### src/rtl/ex_muldiv_pkg.sv
// ex_muldiv_pkg: shared definitions for the RV32M multiply/divide unit.
//   - func3 codes of the M extension and the func7 that selects it
//   - FSM state type
//   - helpers deciding which operands are interpreted as signed
package ex_muldiv_pkg;

  localparam logic [2:0] INST_MUL    = 3'b000;
  localparam logic [2:0] INST_MULH   = 3'b001;
  localparam logic [2:0] INST_MULHSU = 3'b010;
  localparam logic [2:0] INST_MULHU  = 3'b011;
  localparam logic [2:0] INST_DIV    = 3'b100;
  localparam logic [2:0] INST_DIVU   = 3'b101;
  localparam logic [2:0] INST_REM    = 3'b110;
  localparam logic [2:0] INST_REMU   = 3'b111;

  localparam logic [6:0] INST_FUNC7_M = 7'b0000001;

  typedef enum logic [1:0] {
    MD_IDLE = 2'd0,
    MD_CALC = 2'd1,
    MD_DONE = 2'd2
  } md_state_e;

  // MUL only needs the low half, which is sign-agnostic, so it runs unsigned.
  function automatic logic op1_is_signed(input logic [2:0] op);
    return (op == INST_MULH) || (op == INST_MULHSU) ||
           (op == INST_DIV)  || (op == INST_REM);
  endfunction

  function automatic logic op2_is_signed(input logic [2:0] op);
    return (op == INST_MULH) || (op == INST_DIV) || (op == INST_REM);
  endfunction

endpackage

### src/rtl/ex_muldiv_if.sv
// ex_muldiv_if: EX-stage request / write-back bundle of the multiply/divide unit.
//   Request  : start_i, op_i (func3), op1_i, op2_i, rd_addr_i, flush_i
//   Response : hold_flag_o, busy_o, rd_addr_o, rd_data_o, rd_wen_o
//   master = pipeline side, slave = ex_muldiv.
interface ex_muldiv_if #(
  parameter int XLEN   = 32,
  parameter int REG_AW = 5
);
  logic              start_i;
  logic [2:0]        op_i;
  logic [XLEN-1:0]   op1_i;
  logic [XLEN-1:0]   op2_i;
  logic [REG_AW-1:0] rd_addr_i;
  logic              flush_i;
  logic              hold_flag_o;
  logic              busy_o;
  logic [REG_AW-1:0] rd_addr_o;
  logic [XLEN-1:0]   rd_data_o;
  logic              rd_wen_o;

  modport master (
    output start_i, op_i, op1_i, op2_i, rd_addr_i, flush_i,
    input  hold_flag_o, busy_o, rd_addr_o, rd_data_o, rd_wen_o
  );

  modport slave (
    input  start_i, op_i, op1_i, op2_i, rd_addr_i, flush_i,
    output hold_flag_o, busy_o, rd_addr_o, rd_data_o, rd_wen_o
  );
endinterface

### src/rtl/ex_muldiv_div_iter.sv
// div_iter: one step of an unsigned restoring divide (combinational).
//   rem_i / quo_i : partial remainder and dividend-shifting quotient register
//   div_i         : divisor magnitude
//   rem_o / quo_o : values after shifting in the next dividend bit and
//                   conditionally subtracting the divisor
module div_iter #(
  parameter int XLEN = 32
) (
  input  logic [XLEN:0]   rem_i,
  input  logic [XLEN-1:0] quo_i,
  input  logic [XLEN-1:0] div_i,
  output logic [XLEN:0]   rem_o,
  output logic [XLEN-1:0] quo_o
);

  logic [XLEN+1:0] shifted;
  logic [XLEN+1:0] diff;
  logic            ge;

  always_comb begin
    shifted = {rem_i, quo_i[XLEN-1]};
    diff    = shifted - (XLEN+2)'(div_i);
    ge      = (shifted >= (XLEN+2)'(div_i));
    rem_o   = (XLEN+1)'(ge ? diff : shifted);
    quo_o   = {quo_i[XLEN-2:0], ge};
  end

endmodule

### src/rtl/ex_muldiv.sv
// ex_muldiv: multi-cycle RV32M execute unit (MUL/MULH/MULHSU/MULHU,
// DIV/DIVU/REM/REMU) sitting beside the EX-stage ALU.
//   clk, rst (async, active-low)
//   bus (slave): request from id_ex, hold/busy to ctrl, one-cycle write-back.
// Parameters: XLEN datapath width, MUL_ITER (0 = single-cycle multiply,
// 1 = XLEN-cycle shift-add), REG_AW register address width.
// Signed operations run on magnitudes; the sign is restored in the last step.
module ex_muldiv
  import ex_muldiv_pkg::*;
#(
  parameter int XLEN     = 32,
  parameter int MUL_ITER = 0,
  parameter int REG_AW   = 5
) (
  input  logic       clk,
  input  logic       rst,
  ex_muldiv_if.slave bus
);

  localparam int CW = (XLEN > 1) ? $clog2(XLEN) : 1;

  md_state_e           state_q, state_d;
  logic [2:0]          op_q, op_d;
  logic [REG_AW-1:0]   rd_addr_q, rd_addr_d;
  logic [XLEN-1:0]     b_q, b_d;
  logic                neg_q, neg_d;
  logic                neg_rem_q, neg_rem_d;
  logic [CW-1:0]       cnt_q, cnt_d;
  logic [2*XLEN-1:0]   prod_q, prod_d;
  logic [XLEN-1:0]     quo_q, quo_d;
  logic [XLEN:0]       rem_q, rem_d;

  logic [XLEN-1:0]     op1, op2;
  logic                sign1, sign2;
  logic [XLEN-1:0]     a_mag, b_mag;
  logic                is_mul, div_zero, div_ovf;
  logic [2*XLEN-1:0]   prod_full;
  logic [XLEN:0]       mul_sum;
  logic [2*XLEN-1:0]   mul_next;
  logic [XLEN:0]       rem_nx;
  logic [XLEN-1:0]     quo_nx;
  logic [2*XLEN-1:0]   prod_fix;
  logic [XLEN-1:0]     quo_fix, rem_mag, rem_fix;
  logic                hold;
  logic [XLEN-1:0]     result;

  div_iter #(.XLEN(XLEN)) u_div_iter (
    .rem_i (rem_q),
    .quo_i (quo_q),
    .div_i (b_q),
    .rem_o (rem_nx),
    .quo_o (quo_nx)
  );

  // Operand decode and single-cycle results.
  always_comb begin
    op1       = bus.op1_i;
    op2       = bus.op2_i;
    sign1     = op1_is_signed(bus.op_i) & op1[XLEN-1];
    sign2     = op2_is_signed(bus.op_i) & op2[XLEN-1];
    a_mag     = sign1 ? ('0 - op1) : op1;
    b_mag     = sign2 ? ('0 - op2) : op2;
    is_mul    = ~bus.op_i[2];
    div_zero  = (op2 == '0);
    div_ovf   = bus.op_i[2] & ~bus.op_i[0] &
                (op1 == {1'b1, {(XLEN-1){1'b0}}}) & (op2 == '1);
    prod_full = {{XLEN{1'b0}}, a_mag} * {{XLEN{1'b0}}, b_mag};
  end

  // Iterative datapath: shift-add multiply step and sign fix-up values.
  always_comb begin
    mul_sum  = {1'b0, prod_q[2*XLEN-1:XLEN]} + (prod_q[0] ? {1'b0, b_q} : '0);
    mul_next = {mul_sum, prod_q[XLEN-1:1]};
    prod_fix = neg_q ? ('0 - mul_next) : mul_next;
    quo_fix  = neg_q ? ('0 - quo_nx) : quo_nx;
    rem_mag  = XLEN'(rem_nx);
    rem_fix  = neg_rem_q ? ('0 - rem_mag) : rem_mag;
  end

  // Next-state and hold logic.
  always_comb begin
    state_d   = state_q;
    op_d      = op_q;
    rd_addr_d = rd_addr_q;
    b_d       = b_q;
    neg_d     = neg_q;
    neg_rem_d = neg_rem_q;
    cnt_d     = cnt_q;
    prod_d    = prod_q;
    quo_d     = quo_q;
    rem_d     = rem_q;
    hold      = 1'b0;

    unique case (state_q)
      MD_IDLE: begin
        if (bus.start_i && !bus.flush_i) begin
          hold      = 1'b1;
          op_d      = bus.op_i;
          rd_addr_d = bus.rd_addr_i;
          b_d       = b_mag;
          neg_d     = sign1 ^ sign2;
          neg_rem_d = sign1;
          cnt_d     = CW'(XLEN-1);
          if (is_mul) begin
            if (MUL_ITER == 0) begin
              prod_d  = (sign1 ^ sign2) ? ('0 - prod_full) : prod_full;
              state_d = MD_DONE;
            end else begin
              prod_d  = {{XLEN{1'b0}}, a_mag};
              state_d = MD_CALC;
            end
          end else if (div_zero) begin
            quo_d   = '1;
            rem_d   = {1'b0, op1};
            state_d = MD_DONE;
          end else if (div_ovf) begin
            quo_d   = op1;
            rem_d   = '0;
            state_d = MD_DONE;
          end else begin
            // Dividend magnitude is shifted out of the quotient register.
            quo_d   = a_mag;
            rem_d   = '0;
            state_d = MD_CALC;
          end
        end
      end

      MD_CALC: begin
        hold  = 1'b1;
        cnt_d = cnt_q - CW'(1);
        if (cnt_q == '0) begin
          if (!op_q[2]) begin
            prod_d = prod_fix;
          end else begin
            quo_d = quo_fix;
            rem_d = {1'b0, rem_fix};
          end
          state_d = MD_DONE;
        end else if (!op_q[2]) begin
          prod_d = mul_next;
        end else begin
          quo_d = quo_nx;
          rem_d = rem_nx;
        end
        if (bus.flush_i) begin
          state_d = MD_IDLE;
        end
      end

      MD_DONE: begin
        state_d = MD_IDLE;
      end

      default: begin
        state_d = MD_IDLE;
      end
    endcase
  end

  always_comb begin
    unique case (op_q)
      INST_MUL:                         result = prod_q[XLEN-1:0];
      INST_MULH, INST_MULHSU,
      INST_MULHU:                       result = prod_q[2*XLEN-1:XLEN];
      INST_DIV, INST_DIVU:              result = quo_q;
      default:                          result = rem_q[XLEN-1:0];
    endcase
  end

  // Write-back is driven straight from the DONE state, so a flush there
  // cannot suppress the already-committed pulse.
  always_comb begin
    bus.hold_flag_o = hold;
    bus.busy_o      = (state_q != MD_IDLE);
    bus.rd_wen_o    = (state_q == MD_DONE);
    bus.rd_addr_o   = (state_q == MD_DONE) ? rd_addr_q : '0;
    bus.rd_data_o   = (state_q == MD_DONE) ? result : '0;
  end

  always_ff @(posedge clk or negedge rst) begin
    if (!rst) begin
      state_q   <= MD_IDLE;
      op_q      <= '0;
      rd_addr_q <= '0;
      b_q       <= '0;
      neg_q     <= 1'b0;
      neg_rem_q <= 1'b0;
      cnt_q     <= '0;
      prod_q    <= '0;
      quo_q     <= '0;
      rem_q     <= '0;
    end else begin
      state_q   <= state_d;
      op_q      <= op_d;
      rd_addr_q <= rd_addr_d;
      b_q       <= b_d;
      neg_q     <= neg_d;
      neg_rem_q <= neg_rem_d;
      cnt_q     <= cnt_d;
      prod_q    <= prod_d;
      quo_q     <= quo_d;
      rem_q     <= rem_d;
    end
  end

endmodule

### src/flat_wrapper.sv
// flat-port wrapper written by rule: the top's interface ports become plain ports
module ex_muldiv_flat import ex_muldiv_pkg::*;
#(
  parameter int XLEN     = 32,
  parameter int MUL_ITER = 0,
  parameter int REG_AW   = 5
)
  (clk, rst, bus_start_i, bus_op_i, bus_op1_i, bus_op2_i, bus_rd_addr_i, bus_flush_i, bus_hold_flag_o, bus_busy_o, bus_rd_addr_o, bus_rd_data_o, bus_rd_wen_o);
  ex_muldiv_if #(.XLEN(XLEN), .REG_AW(REG_AW)) bus_i ();
  input  logic clk;
  input  logic rst;
  input wire logic [$bits(bus_i.start_i)-1:0] bus_start_i;
  input wire logic [$bits(bus_i.op_i)-1:0] bus_op_i;
  input wire logic [$bits(bus_i.op1_i)-1:0] bus_op1_i;
  input wire logic [$bits(bus_i.op2_i)-1:0] bus_op2_i;
  input wire logic [$bits(bus_i.rd_addr_i)-1:0] bus_rd_addr_i;
  input wire logic [$bits(bus_i.flush_i)-1:0] bus_flush_i;
  output wire logic [$bits(bus_i.hold_flag_o)-1:0] bus_hold_flag_o;
  output wire logic [$bits(bus_i.busy_o)-1:0] bus_busy_o;
  output wire logic [$bits(bus_i.rd_addr_o)-1:0] bus_rd_addr_o;
  output wire logic [$bits(bus_i.rd_data_o)-1:0] bus_rd_data_o;
  output wire logic [$bits(bus_i.rd_wen_o)-1:0] bus_rd_wen_o;
  assign bus_i.start_i = bus_start_i;
  assign bus_i.op_i = bus_op_i;
  assign bus_i.op1_i = bus_op1_i;
  assign bus_i.op2_i = bus_op2_i;
  assign bus_i.rd_addr_i = bus_rd_addr_i;
  assign bus_i.flush_i = bus_flush_i;
  assign bus_hold_flag_o = bus_i.hold_flag_o;
  assign bus_busy_o = bus_i.busy_o;
  assign bus_rd_addr_o = bus_i.rd_addr_o;
  assign bus_rd_data_o = bus_i.rd_data_o;
  assign bus_rd_wen_o = bus_i.rd_wen_o;
  ex_muldiv #(.XLEN(XLEN), .MUL_ITER(MUL_ITER), .REG_AW(REG_AW)) u_core (.clk(clk), .rst(rst), .bus(bus_i));
endmodule
### config.mk
export PLATFORM = sky130hd
export DESIGN_NAME = ex_muldiv_flat
export DESIGN_NICKNAME = d
export VERILOG_FILES = /design/src/rtl/ex_muldiv_pkg.sv /design/src/rtl/ex_muldiv_if.sv /design/src/rtl/ex_muldiv_div_iter.sv /design/src/rtl/ex_muldiv.sv /design/src/flat_wrapper.sv
export SDC_FILE = /design/constraint.sdc
export NUM_CORES = 2
export LEC_CHECK = 0
export BUFFER_PORTS_ARGS = -buffer_cell sky130_fd_sc_hd__buf_4
export CELL_PAD_IN_SITES_DETAIL_PLACEMENT = 1
export CELL_PAD_IN_SITES_GLOBAL_PLACEMENT = 2
export CORE_AREA = 4 4 464 466
export DETAILED_ROUTE_END_ITERATION = 6
export DIE_AREA = 0 0 468 470
export PLACE_DENSITY = 0.55
export SLEW_MARGIN = 20
export SYNTH_ARGS = -nofsm -noshare
export SYNTH_HDL_FRONTEND = slang
export SYNTH_HIERARCHICAL = 1
export SYNTH_SLANG_ARGS = --single-unit
### constraint.sdc
create_clock -name clk -period 14.9 [get_ports clk]
set_clock_uncertainty 0.1 [all_clocks]
set_input_delay 0.745 -clock clk [delete_from_list [all_inputs] [get_ports clk]]
set_output_delay 0.745 -clock clk [all_outputs]
set_load 0.005 [all_outputs]
==> metrics.yaml <==
global_route:
  grt_max_degree: 96
  antenna_found_initial: 22
  overflow: 0
  grt_pass1_vias: 50599
  grtUsageTotal_pct: 24.5
  grt_pass1_wl_mm: 387
clock_tree:
  root_buffer: "clkbuf_16"
  ctsResizeCount: 0
  clk_path_buf_depth: 2
  cts_setup_buffers: 0
  cts_hold_buffers: 0
  cts_buffers: 17
  clock-sinks: 178
  clk_pin_slew_ns: 0.11
  htreeDepth: 4
  tritoncts: "yes"
  worstSkewPairLatency_ns: 0.54
final_layout:
  nNetsFinal: 7727
  fill_cells: 25063
  layout_common_cells: "inv_1, nor2_1, fa_1, nand2_1, ha_1"
  drive_gt1_share_pct: 7.39
  final_common_cell: "inv_1"
  seq_area_um2: 4460
  area_growth_pct: 10.2
  multi_input_area_um2: 43800
sta:
  min_period_ns: 13.12
  maxSlewViolCount: 0
  slew_headroom_pct: 16.3
  setup_viol: 0
  fin_crit_sh_pct: 88.0
  tns_ns: 0
  max_freq_mhz: 76.2
  hold_viol: 0
  grt_setup_unrepaired: "no"
  worstMarginPinSlew_ns: 1.25
synth:
  ys_warn_count: 6
  yosysSeqAreaShare_pct: 8.49
  synthArstFlopShare_pct: 100
  syn_avg_cell_area_um2: 8.01
  ys_ff_latch: 178
  ys.flop_type: "dfrtp_1"
  syn-num-nets: 7860
  synth_edf_count: 0
  synth_cell_type_count: 119
  syn_area_um2: 52500
  syn_inst: 6550
drt:
  viasPerCell: 5.10
  drtAntennaViolNets: 0
  vias: 47210
  drt_iter0_drc: 3272
  drt-total-wl_mm: 272
  post-route-drc-count: 0
  first_pass_iters: 5
  wl_per_cell_um: 29.4
setup_path:
  critPathKind: "input port to flip-flop"
  slowest_stage: "a211oi_1"
  cpMostUsedCell: "fa_1"
  cp.arrival_ns: 13.45
  endpoint_kind: "flip-flop"
  critPathLaunchType: "input port"
  cp.buffers_inverters: 7
  path_max_fanout: 18
  worstPathRequired_ns: 15.24
  cp_top_family: "adder cells"
  cp_slowest_stage_delay_ns: 0.83
placed_design:
  dpl.hpwl_mm: 224
  port_buffers: 115
  gp_congestion: 0.888
floorplan:
  rows: 169
  die_y_um: 470
  die_w_um: 468
  core_um2: 211000
  initial_core_util_pct: 24.8
  ioPinCount: 116
  die-area_um2: 220000
flow_run:
  drv_cap: 0
worst_hold_path:
  hp-class: "input port to asynchronous set/reset pin"
run_status:
  outcome: "finished clean"
[cells in the mapped netlist (12+ instances only)]
library cell	count	area [um^2]
a2111oi_0	26	228
a211oi_1	26	195
a21o_1	36	270
a21oi_1	313	1570
a22oi_1	17	128
a31oi_1	66	413
and2_1	62	388
and3_1	13	81.3
buf_1	19	71.3
buf_2	29	145
buf_4	37	278
clkbuf_1	304	1140
dfrtp_1	178	4450
fa_1	898	18000
ha_1	336	4200
inv_1	960	3600
mux2i_1	13	130
nand2_1	820	3080
nand2b_1	21	131
nand3_1	62	310
nand4_1	64	400
nor2_1	958	3600
nor2b_1	14	87.6
nor3_1	110	551
nor4_1	27	169
o211ai_1	46	345
o21a_1	27	203
o21ai_0	284	1420
o21ai_1	26	130
o21bai_1	12	90.1
o221ai_1	40	350
o31ai_1	34	255
o41ai_1	18	158
or3_1	39	244
or4_1	21	158
xnor2_1	208	1820
xor2_1	160	1400
[worst paths after layout]
kind / from / endpoint / slack, ns / cells past startpoint
hold / removal: rst / u_core/prod_q[11] / 0.18 / 1
setup / recovery: bus_op2_i[0] / u_core/prod_q[63] / 1.78 / 38
hold reg to reg: u_core/rd_addr_q[0] / u_core/rd_addr_q[0] / 0.37 / 2
max in group asynchronous: rst / u_core/rem_q[0] / 13.07 / 2
min in group clk: bus_flush_i / u_core/state_q[1] / 0.32 / 2
setup reg to reg: u_core/b_q[0] / u_core/rem_q[24] / 8.68 / 21
[routing by layer]
layer | vias up | share of wire (%) | GRT usage [%] | routed length (um)
met2 | 1073 | 48 | 41.6 | 132000
li1 | 20659 | - | - | -
met1 | 25199 | 44 | 32.8 | 121000
met4 | 4 | 4.0 | 8.34 | 10800
met5 | - | 0.0099 | 0 | 27
met3 | 275 | 3.3 | 1.76 | 8960
[cells by family after synthesis]
| kind of cell | Yosys count | share of synthesized area (%) |
|---|---|---|
| buffers and inverters | 1357 | 10.1 |
| muxes | 18 | 0.355 |
| adders and majority gates | 1234 | 42.3 |
| and+or+nand+nor | 2295 | 19.1 |
| xor gates and xnor gates | 368 | 6.14 |
| AOI/OAI and AO/OA | 1100 | 13.5 |
| DFF | 178 | 8.49 |
[final cells by class]
cell class | count | share of cell area, %
Antenna cell | 5 | 0.0216
Clock buffer | 18 | 0.759
Clock inverter | 14 | 0.288
Inverter | 961 | 6.24
Multi-Input combinational cell | 5015 | 75.7
Sequential cell | 178 | 7.70
Tap cell | 2821 | 6.10
Timing Repair Buffer | 244 | 3.18
[worst register-to-register path, stage by stage (launching register included)]
cell and delay [ns]:
dfrtp_1 0.69, ha_1 0.27, inv_1 0.06, fa_1 0.44, a211oi_2 0.28, o211a_1 0.21, o211ai_1 0.09, and2_1 0.20
a31oi_2 0.42, a31oi_4 0.16, buf_4 0.34, nor2_1 0.22, a21oi_1 0.08, nor4_1 0.55, and2_1 0.33, nand3_1 0.21
or3_1 0.52, o41ai_1 0.36, xor2_1 0.19, nor2_1 0.06, a31oi_1 0.15, o21ai_0 0.09
[registers in the layout, indices dropped and copies added, names as in the netlist]
register,count
u_core/rd_addr_q,5
u_core/op_q,3
u_core/prod_q,64
u_core/rem_q,33
u_core/state_q,2
u_core/quo_q,32
u_core/b_q,32
u_core/cnt_q,5
u_core/neg_q,1
u_core/neg_rem_q,1
[per-stage QoR]
stage	cell area (um^2)	instances	util [%]	hold WS [ns]	setup slack, ns
floorplan	52500	6550	-	0.337	4.13
CTS	57800	9251	27.4	0.180	1.75
global route	57800	9252	27.4	0.207	1.07
global placement	57200	9219	27.1	0.353	1.24
detailed placement	57200	9219	27.1	0.355	1.23
finish	57800	9256	27.4	0.181	1.78
Power is not shown: default switching activity piles up to over one toggle a cycle in this logic, so the estimate is an artifact.
